===== config.mk =====
export PLATFORM = sky130hd
export DESIGN_NAME = sqw_period_sequencer
export DESIGN_NICKNAME = d
export VERILOG_FILES = /design/src/rtl/sqw_period_sequencer.sv
export SDC_FILE = /design/constraint.sdc
export NUM_CORES = 1
export LEC_CHECK = 0
export CAP_MARGIN = 20
export CORE_ASPECT_RATIO = 0.9
export CORE_MARGIN = 4
export CORE_UTILIZATION = 60
export CTS_CLUSTER_SIZE = 40
export DETAILED_ROUTE_END_ITERATION = 8
export PLACE_DENSITY = 0.86
export SYNTH_ARGS = -nofsm -noshare
export SYNTH_HDL_FRONTEND = slang
export SYNTH_SLANG_ARGS = --single-unit

===== constraint.sdc =====
create_clock -name iClk -period 9.4 [get_ports iClk]
set_input_delay 2.35 -clock iClk [delete_from_list [all_inputs] [get_ports iClk]]
set_output_delay 2.35 -clock iClk [all_outputs]
set_load 0.1 [all_outputs]

===== src/rtl/sqw_period_sequencer.sv =====
// sqw_period_sequencer: measurement controller for the square-wave input path.
// When armed it waits for the first synchronised rising edge of iSquareWave.
// It then times 2^AVG_LOG2 consecutive full periods and reports the truncated
// average, in iClk cycles, with a one-cycle oValid strobe.
// It supports single-shot or continuous re-arm, abort, and a no-signal timeout.
// Optional build macro: SQW_DUTY_EN adds averaged high-time measurement on oHigh.
// When the macro is undefined, oHigh is tied to 0.
module sqw_period_sequencer #(
  parameter int CNT_W       = 20,
  parameter int AVG_LOG2    = 2,
  parameter int TIMEOUT_CYC = 200000,
  parameter int SYNC_STAGES = 2
) (
  input  logic             iClk,
  input  logic             iRst,
  input  logic             iSquareWave,
  input  logic             iStart,
  input  logic             iContinuous,
  input  logic             iAbort,
  output logic             oBusy,
  output logic [1:0]       oState,
  output logic [CNT_W-1:0] oPeriod,
  output logic [CNT_W-1:0] oHigh,
  output logic             oValid,
  output logic             oTimeout
);

  localparam int ACC_W = CNT_W + AVG_LOG2;
  localparam int TMO_W = $clog2(TIMEOUT_CYC + 1);
  localparam int IDX_W = AVG_LOG2 + 1;
  localparam logic [CNT_W-1:0] CNT_MAX  = '1;
  localparam logic [IDX_W-1:0] IDX_LAST = IDX_W'((1 << AVG_LOG2) - 1);
  localparam logic [TMO_W-1:0] TMO_LAST = TMO_W'(TIMEOUT_CYC - 1);

  typedef enum logic [1:0] {
    IDLE = 2'd0,
    SYNC = 2'd1,
    MEAS = 2'd2,
    DONE = 2'd3
  } state_t;

  // Counter increment that sticks at the all-ones value instead of wrapping.
  function automatic logic [CNT_W-1:0] satInc(input logic [CNT_W-1:0] v);
    return (v == CNT_MAX) ? v : v + 1'b1;
  endfunction

  // Accumulate one period-sized sample; the extra AVG_LOG2 bits absorb the sum.
  function automatic logic [ACC_W-1:0] accAdd(input logic [ACC_W-1:0] a,
                                               input logic [CNT_W-1:0] s);
    return a + ACC_W'(s);
  endfunction

  // Divide by the number of periods averaged, truncating toward zero.
  function automatic logic [CNT_W-1:0] truncAvg(input logic [ACC_W-1:0] a);
    return a[ACC_W-1:AVG_LOG2];
  endfunction

  state_t                 state;
  logic                   contQ;
  logic [SYNC_STAGES-1:0] sqwSync_p0;
  logic                   sqwPrev_p1;
  logic                   rise;
  logic [CNT_W-1:0]       perCnt;
  logic [CNT_W-1:0]       periodSample;
  logic [ACC_W-1:0]       perAcc;
  logic [IDX_W-1:0]       idx;
  logic [TMO_W-1:0]       tmoCnt;

  // Synchroniser chain followed by the edge-detect register.
  always_ff @(posedge iClk or posedge iRst) begin
    if (iRst) begin
      sqwSync_p0 <= '0;
      sqwPrev_p1 <= 1'b0;
    end else begin
      sqwSync_p0 <= {sqwSync_p0[SYNC_STAGES-2:0], iSquareWave};
      sqwPrev_p1 <= sqwSync_p0[SYNC_STAGES-1];
    end
  end

  assign rise = sqwSync_p0[SYNC_STAGES-1] & ~sqwPrev_p1;

  // Length of the period just closed: counter+1, or full scale once saturated.
  assign periodSample = satInc(perCnt);

  assign oState = state;
  assign oBusy  = (state != IDLE);

  // Main controller: state, period timing, timeout and result registers.
  always_ff @(posedge iClk or posedge iRst) begin
    if (iRst) begin
      state    <= IDLE;
      contQ    <= 1'b0;
      perCnt   <= '0;
      perAcc   <= '0;
      idx      <= '0;
      tmoCnt   <= '0;
      oPeriod  <= '0;
      oValid   <= 1'b0;
      oTimeout <= 1'b0;
    end else begin
      oValid   <= 1'b0;
      oTimeout <= 1'b0;
      if (iAbort) begin
        state <= IDLE;
        contQ <= 1'b0;
      end else begin
        case (state)
          IDLE: begin
            if (iStart) begin
              state  <= SYNC;
              contQ  <= iContinuous;
              tmoCnt <= '0;
            end
          end
          SYNC: begin
            if (rise) begin
              state  <= MEAS;
              perCnt <= '0;
              perAcc <= '0;
              idx    <= '0;
              tmoCnt <= '0;
            end else if (tmoCnt == TMO_LAST) begin
              oTimeout <= 1'b1;
              state    <= contQ ? SYNC : IDLE;
              tmoCnt   <= '0;
            end else begin
              tmoCnt <= tmoCnt + 1'b1;
            end
          end
          MEAS: begin
            if (rise) begin
              perAcc <= accAdd(perAcc, periodSample);
              perCnt <= '0;
              idx    <= idx + 1'b1;
              tmoCnt <= '0;
              if (idx == IDX_LAST) state <= DONE;
            end else if (tmoCnt == TMO_LAST) begin
              oTimeout <= 1'b1;
              state    <= contQ ? SYNC : IDLE;
              tmoCnt   <= '0;
            end else begin
              perCnt <= satInc(perCnt);
              tmoCnt <= tmoCnt + 1'b1;
            end
          end
          DONE: begin
            // The closing edge was consumed in MEAS, so a re-arm waits for a fresh one.
            oPeriod <= truncAvg(perAcc);
            oValid  <= 1'b1;
            state   <= contQ ? SYNC : IDLE;
            tmoCnt  <= '0;
          end
          default: state <= IDLE;
        endcase
      end
    end
  end

`ifdef SQW_DUTY_EN
  logic             fall;
  logic             measStart;
  logic             measEdge;
  logic             doneLoad;
  logic             hiRun;
  logic [CNT_W-1:0] hiCnt;
  logic [ACC_W-1:0] hiAcc;

  assign fall      = ~sqwSync_p0[SYNC_STAGES-1] & sqwPrev_p1;
  assign measStart = (state == SYNC) & rise & ~iAbort;
  assign measEdge  = (state == MEAS) & rise & ~iAbort;
  assign doneLoad  = (state == DONE) & ~iAbort;

  // High-time counter: runs from each rising edge through the cycle of the
  // following falling edge; a missing falling edge yields the full period.
  always_ff @(posedge iClk or posedge iRst) begin
    if (iRst) begin
      hiRun <= 1'b0;
      hiCnt <= '0;
      hiAcc <= '0;
      oHigh <= '0;
    end else begin
      if (measStart) begin
        hiRun <= 1'b1;
        hiCnt <= '0;
        hiAcc <= '0;
      end else if (measEdge) begin
        hiAcc <= accAdd(hiAcc, hiRun ? periodSample : hiCnt);
        hiRun <= 1'b1;
        hiCnt <= '0;
      end else if (state == MEAS) begin
        if (hiRun) hiCnt <= satInc(hiCnt);
        if (fall)  hiRun <= 1'b0;
      end
      if (doneLoad) oHigh <= truncAvg(hiAcc);
    end
  end
`else
  assign oHigh = '0;
`endif

endmodule


==> impl_results.md, run 1 <==
- Status: complete, no violations
- Post-synthesis xor/xnor area fraction: 0.0623
- Pre-CTS setup slack: 4.78 ns
- Multiplexer share of the synthesized area: 0.0514
- DR DRC count: 0
- Overall routing resource usage: 0.247
- Cell mode on critical path: inv_1
- Number of global-route vias before repair: 4567
- Area occupied by multi-input gates: 3100 sq um
- Register bit total from synthesis: slightly above 90
- CP Launch Point: oState[1]
- CP required: approximately 7.1 ns
- GP Congestion: 0.933
- Post-CTS sizing: 0
- Setup ws final: 4.63 ns
- Pin count of the biggest net entering global routing: 92
- DP Cell Count: 735
- Vias: 4658
- Pleak: 2.74 nW
- Final Non-Filler Cells: 753
- Complex-gate fraction of the synthesized area: 0.176
- Die area: 11000 sq um
- Ratio of cells with drive above 1 in the final layout: 0.0840
- Worst VDD drop: 0.0926 mV
- CP max stage cell: clkdlybuf4s50_1
- Initial antenna violation count: 0
- Yosys warnings: 0
- Worst R2R Start: perCnt[10]
- Ys async rst share: 1.00
- Nets@finish: approximately 660
- WS Path Type: register to output port
- DP Area: a little under 6000 sq um
- Synthesized area per cell: just over 9 sq um
- # diodes: 0
- Synth Instances: slightly above 600
- Wire per inst: 16.6 microns
- Setup violators final: 0
- DRT antenna net count: 0
- Synth Cell Area: 5620 sq um
- Predominant post-synthesis flop cell: dfrtp_1
- Synth Area in Adders: 0.0703
- Largest family of logic cells by synthesized area: compound AO/OA/AOI/OAI gates
- Slowest stage delay, CP: 1.13 ns
- Final Util: 0.673
- Tcrit/Tclk final: 0.507
- Max_slew headroom: 0.346
- Starting Density: 0.616
- Min-Delay Path Class: register to register
- Fmax: ~210 MHz
- Register area share after synthesis: 0.405
- Final hold slack: 0.362 ns
- Clk buf depth: 2
- Filler cells: 721
- First-pass detailed-route iteration total: 6
- Hold Buf Count CTS: 0
- Worst-Margin Slew: 0.978 ns
- Setup total negative slack: 0 ns
- Simple-gate share of the synthesized area: 0.176
- Max capacitance violation total: 0
- Drt total wl: 12500 microns
- Io pins: a little over 50
- Synth-to-layout area growth: 9.28%
- Clock latency on the worst-skew pair: 0.36 ns
- DPL Wire Length: 9110 microns
- Port bufs: 30
- Die X: 110 microns
- Final slew viol count: 0
- Final hold violations: 0
- Num CTS Buffers: 9
- Sequential cell area: 2280 sq um
- Power, Total: 806 uW
- Setup bufs post-CTS: 0
- Total grt overflow: 0
- Row count: 33
- Floorplan Core Area: 9130 sq um
- Post-synth EDFFs: 0
- Min Tclk post-route: 4.77 ns
- Post-route cell area: 6140 sq um
- Vias per Instance: 6.19
- CTS tree: yes
- CP Launch Type: register
- Hold Crit Start: sqwSync_p0[0]
- H-Tree Depth: 3
- RSZ-0062 raised after global routing: no
- Final Skew: 0.0112 ns
- First-pass GRT wire length: 21700 microns
- Cell Chain, Critical Path: inv_1 > ha_1 > inv_1 > clkdlybuf4s50_1
- Cell variety after synth: 60
- Die height: 99.8 microns
- Root buffer cell: clkbuf_8
- Max FO, Critical Path: 7
- Initial DRC count: slightly above 300
- Worst EP arrival: 2.42 ns
- Clock transition at path regs: 0.10 ns
- Endpoint type of the worst setup path: output port
- CTS sink cnt: around 90
- Pwr Density: between 100 and 150 nW/um^2
-- layout make-up --
class                   instances  share of cell area
repair buffers                 36              0.0607
clock inverters                 5              0.0102
well taps                     122              0.0248
clock buffers                  11              0.0214
multi-input cells             475               0.504
flip-flops and latches         91               0.371
inverters                      13             0.00815
-- where the power goes --
group | leakage (nW) | switching, mW | internal [mW]
combinational | 1.39 | 0.0979 | 0.0277
sequential | 1.26 | 0.0123 | 0.402
clock | 0.0901 | 0.142 | 0.125
total | 2.74 | 0.252 | 0.554
-- state kept, by name, summed over array words and instances, names as in the netlist --
register    cells
contQ           1
sqwSync_p0      2
oPeriod        20
sqwPrev_p1      1
perAcc         22
perCnt         20
oState          2
oTimeout        1
tmoCnt         18
idx             3
oValid          1
-- cell usage in the layout (no fill, tap or decap), types with 4 or more instances in the layout --
master           synthesis  routed
dfrtp_1                 91      91
nand2_1                 65      65
a21oi_1                 42      42
o21ai_0                 42      42
nor2_1                  37      37
ha_1                    30      30
clkdlybuf4s50_1          0      30
nand3_1                 24      24
mux2_2                  23      23
xnor2_1                 20      20
xor2_1                  20      20
conb_1                   1      20
nand4_1                 19      19
nor3_1                  15      15
a31oi_1                 13      13
inv_1                   13      12
and3_1                   9       9
a21o_1                   9       9
clkbuf_8                 0       9
nand2b_1                 8       8
o31ai_1                  8       8
or3_1                    7       7
o21a_1                   7       7
a22o_1                   4       4
buf_4                   20       4
-- worst max-delay path, delay by kind of cell, from the launching register on --
family	cells	cell delay, ns
buffers and inverters	3	1.31
adders and majority gates	1	0.29
DFF	1	0.45
-- per-layer routing --
layer	global-route usage	vias to the layer above	part of all wire
met2	0.402	166	0.49
li1	-	2210	-
met5	0	-	0
met4	0.0671	0	0.016
met3	0.0521	24	0.060
met1	0.336	2258	0.43
-- cell usage after synthesis (3+ instances only) --
master	count	area, sq um
buf_1	3	11.3
mux2_2	23	259
nor2_1	37	139
o31ai_1	8	60.1
ha_1	30	375
and2_1	3	18.8
o21a_1	7	52.6
nand2_1	65	244
nor3_1	15	75.1
a211oi_1	3	22.5
xnor2_1	20	175
xor2_1	20	175
a21oi_1	42	210
and4_1	3	26.3
nand4_1	19	119
dfrtp_1	91	2280
and3_1	9	56.3
clkbuf_1	19	71.3
a31oi_1	13	81.3
o21ai_0	42	210
nand3_1	24	120
mux2i_1	3	30.0
buf_4	20	150
buf_2	7	35.0
o2111ai_1	3	26.3
nand2b_1	8	50.1
or3_1	7	43.8
or4_1	3	22.5
inv_1	13	48.8
a22o_1	4	35.0
a21o_1	9	67.6
-- worst paths after layout --
check	to	slack [ns]	depth (start not counted)
max	oBusy	4.63	4
min	sqwSync_p0[1]	0.36	0
max reg2reg	perAcc[18]	5.17	12
min reg2reg	sqwSync_p0[1]	0.36	0
max in group asynchronous	perCnt[16]	6.34	4
min in group asynchronous	sqwSync_p0[1]	2.42	3
-- kinds of logic (layout without fill, tap and decap cells) --
kind of cell               after synthesis  in the layout
adders and majority gates               31             31
and+or+nand+nor                        202            202
other                                    1             20
DFF                                     91             91
AOI/OAI and AO/OA                      156            156
xor gates and xnor gates                40             40
muxes                                   26             26
buffers and inverters                   63             65
(Power assumes the default switching activity.)
==> inputs of run 2 (changes only) <==
--- a/config.mk
+++ b/config.mk
@@ -8,10 +8,10 @@
 export CAP_MARGIN = 20
 export CORE_ASPECT_RATIO = 0.9
 export CORE_MARGIN = 4
-export CORE_UTILIZATION = 60
+export CORE_UTILIZATION = 58
 export CTS_CLUSTER_SIZE = 40
 export DETAILED_ROUTE_END_ITERATION = 8
-export PLACE_DENSITY = 0.86
+export PLACE_DENSITY = 0.83
 export SYNTH_ARGS = -nofsm -noshare
 export SYNTH_HDL_FRONTEND = slang
 export SYNTH_SLANG_ARGS = --single-unit
==> constraint.sdc (replaced) <==
create_clock -name iClk -period 4.73 [get_ports iClk]
set_input_delay 1.1825 -clock iClk [delete_from_list [all_inputs] [get_ports iClk]]
set_output_delay 1.1825 -clock iClk [all_outputs]
set_load 0.1 [all_outputs]
==> run 2 against run 1 <==
Compared with the run above: worst hold slack got worse by 0.0045 ns; register-to-register slack worse by 4.6 ns; global-route usage decreased by 1.4 points; sequential power up 99%; cell count is 0.13% higher; clock power rose by 120%; combinational power is 96% higher; sequential cell count did not move; critical endpoint is now perAcc[20].
==> impl_results.md, run 2 (same netlist as run 1, synthesis figures left out) <==
- Status: complete, no violations (unchanged)
- Clock transition at path regs: 0.09 ns (was 0.10 ns)
- Max FO, Critical Path: 13 (was 7)
- Pwr Density: 270 nW/um^2 (was 131 nW/um^2)
- Regs by FF count: perAcc x22, oPeriod x20, perCnt x20 (unchanged)
- DPL Wire Length: 9300 microns (was 9110 microns)
- Max capacitance violation total: 0 (unchanged)
- RSZ-0062 raised after global routing: no (unchanged)
- Starting Density: 0.605 (was 0.616)
- Post-CTS sizing: 0 (unchanged)
- Tcrit/Tclk final: 0.875
- Clock latency on the worst-skew pair: 0.36 ns (about the same)
- CP max stage cell: o31ai_1 (was clkdlybuf4s50_1)
- Pin count of the biggest net entering global routing: 48 (was 92)
- Clk buf depth: 2 (unchanged)
- Max_slew headroom: 0.335 (was 0.346)
- Final Skew: 0.0142 ns (was 0.0112 ns)
- Hold Buf Count CTS: 0 (unchanged)
- Die area: 11300 sq um (was 11000 sq um)
- Row count: 33 (unchanged)
- Final hold violations: 0 (unchanged)
- Slowest stage delay, CP: 0.65 ns (was 1.13 ns)
- Setup total negative slack: 0 ns (unchanged)
- Initial DRC count: 408 (was 311)
- Most common cell after layout, fill and taps aside: dfrtp_1 (unchanged)
- Drt total wl: 12600 microns (was 12500 microns)
- Min-Delay Path Class: register to register (unchanged)
- CP required: 5.03 ns (was 7.05 ns)
- Initial antenna violation count: 0 (unchanged)
- Worst VDD drop: 0.163 mV (was 0.0926 mV)
- Fmax: about 240 MHz
- Biggest register: perAcc (unchanged)
- Commonest non-fill, non-tap cells in the layout: dfrtp_1 (91), nand2_1 (65), a21oi_1 (42), o21ai_0 (42), nor2_1 (37) (unchanged)
- Total grt overflow: 0 (unchanged)
- Die X: 112 microns (was 110 microns)
- Worst EP arrival: 4.44 ns (was 2.42 ns)
- DP Area: 5930 sq um (was 5910 sq um)
- # diodes: 0 (unchanged)
- CP Launch Type: register (unchanged)
- DR DRC count: 0 (unchanged)
- Synth-to-layout area growth: 9.44% (was 9.28%)
- Wire per inst: 16.8 microns (was 16.6 microns)
- Overall routing resource usage: 0.233 (was 0.247)
- Setup violators final: 0 (unchanged)
- Number of global-route vias before repair: 4565 (was 4567)
- GP Congestion: 0.956 (was 0.933)
- Die height: 101 microns (was 99.8 microns)
- Post-route cell area: 6150 sq um (was 6140 sq um)
- Min Tclk post-route: slightly above 4 ns
- First-pass detailed-route iteration total: 6 (unchanged)
- Setup bufs post-CTS: 0 (unchanged)
- Worst path bufs/invs: 0 (was 3)
- Delay-heaviest family, CP: simple AND/OR/NAND/NOR gates (was buffers and inverters)
- Port bufs: 30 (unchanged)
- Num CTS Buffers: 9 (unchanged)
- Final slew viol count: 0 (unchanged)
- Root buffer cell: clkbuf_8 (unchanged)
- Io pins: 51 (unchanged)
- Cell Chain, Critical Path: nand4_1 > nor3_1 > nand3_1 > xor2_1 > ha_1 > fa_1 > a21o_1 > a21oi_1 > o31ai_1 > a21oi_1 > or4_1 > nand3_1 (was inv_1 > ha_1 > inv_1 > clkdlybuf4s50_1)
- First-pass GRT wire length: 21800 microns (was 21700 microns)
- Vias: 4657 (was 4658)
- Floorplan Core Area: 9290 sq um (was 9130 sq um)
- Vias per Instance: 6.18 (was 6.19)
- Largest register FFs: 22 (unchanged)
- Worst-Margin Slew: 0.995 ns (was 0.978 ns)
- Pleak: 2.76 nW (was 2.74 nW)
- H-Tree Depth: 3 (unchanged)
- CTS tree: yes (unchanged)
- Ratio of cells with drive above 1 in the final layout: 0.0870 (was 0.0840)
- CTS sink cnt: 91 (unchanged)
- Nets@finish: 664 (was 663)
- Endpoint type of the worst setup path: register (was output port)
- DRT antenna net count: 0 (unchanged)
- WS Path Type: register to register (was register to output port)
-- run 2: changes by cell type in the layout (fill, tap and decap cells not counted), sizes merged --
cell,change
bufinv,+1
clkinvlp,-2
inv,+2
clkbuf,-1
buf,+1
-- run 2: through the flow --
step | hold WS (ns) | util | power (mW) | setup WS [ns] | cells
floorplan | 0.331 | - | 1.05 | 1.18 | 629
global route | 0.380 | 0.662 | 1.74 | 0.253 | 754
detailed placement | 0.338 | 0.638 | 1.09 | 0.800 | 738
CTS | 0.361 | 0.662 | 1.68 | 0.748 | 754
global placement | 0.334 | 0.638 | 1.08 | 0.974 | 738
finish | 0.357 | 0.662 | 1.66 | 0.592 | 754
-- run 2: power by group --
group	internal, mW	total [mW]	switching (mW)
Clock	0.305	0.593	0.288
Sequential	0.798	0.824	0.0255
Combinational	0.0534	0.247	0.194
-- run 2: area by class of cell --
type	count	area, sq um
inverters	13	50.0
fillers	737	3140
clock buffers	10	128
repair buffers	37	353
clock inverters	6	95.1
flip-flops and latches	91	2280
well taps	122	153
multi-input cells	475	3100
-- run 2: path summary, 6_finish.rpt --
path,start,end,slack [ns],cells after the start
worst max-delay path,perCnt[10],perAcc[20],0.59,12
worst min-delay path,sqwSync_p0[0],sqwSync_p0[1],0.36,0
worst max register to register,perCnt[10],perAcc[20],0.59,12
worst min register to register,sqwSync_p0[0],sqwSync_p0[1],0.36,0
max in group asynchronous,iRst,tmoCnt[10],2.66,3
min in group asynchronous,iRst,oPeriod[3],1.26,2
-- run 2: layer usage --
metal / global-route usage / routed length [microns] / up-vias
li1: - / - / 2201
met1: 0.314 / 5550 / 2260
met2: 0.385 / 6160 / 174
met3: 0.0448 / 725 / 22
met4: 0.0720 / 209 / 0
met5: 0 / 0 / -
-- run 2: worst register-to-register path, delay by kind of cell, from the launching register on --
kind                     cells  cell delay [ns]
AND/OR/NAND/NOR              5             1.63
AO/OA/AOI/OAI                4             1.19
flip-flops                   1             0.52
adder cells (fa/ha/maj)      2             0.45
XOR/XNOR                     1             0.29
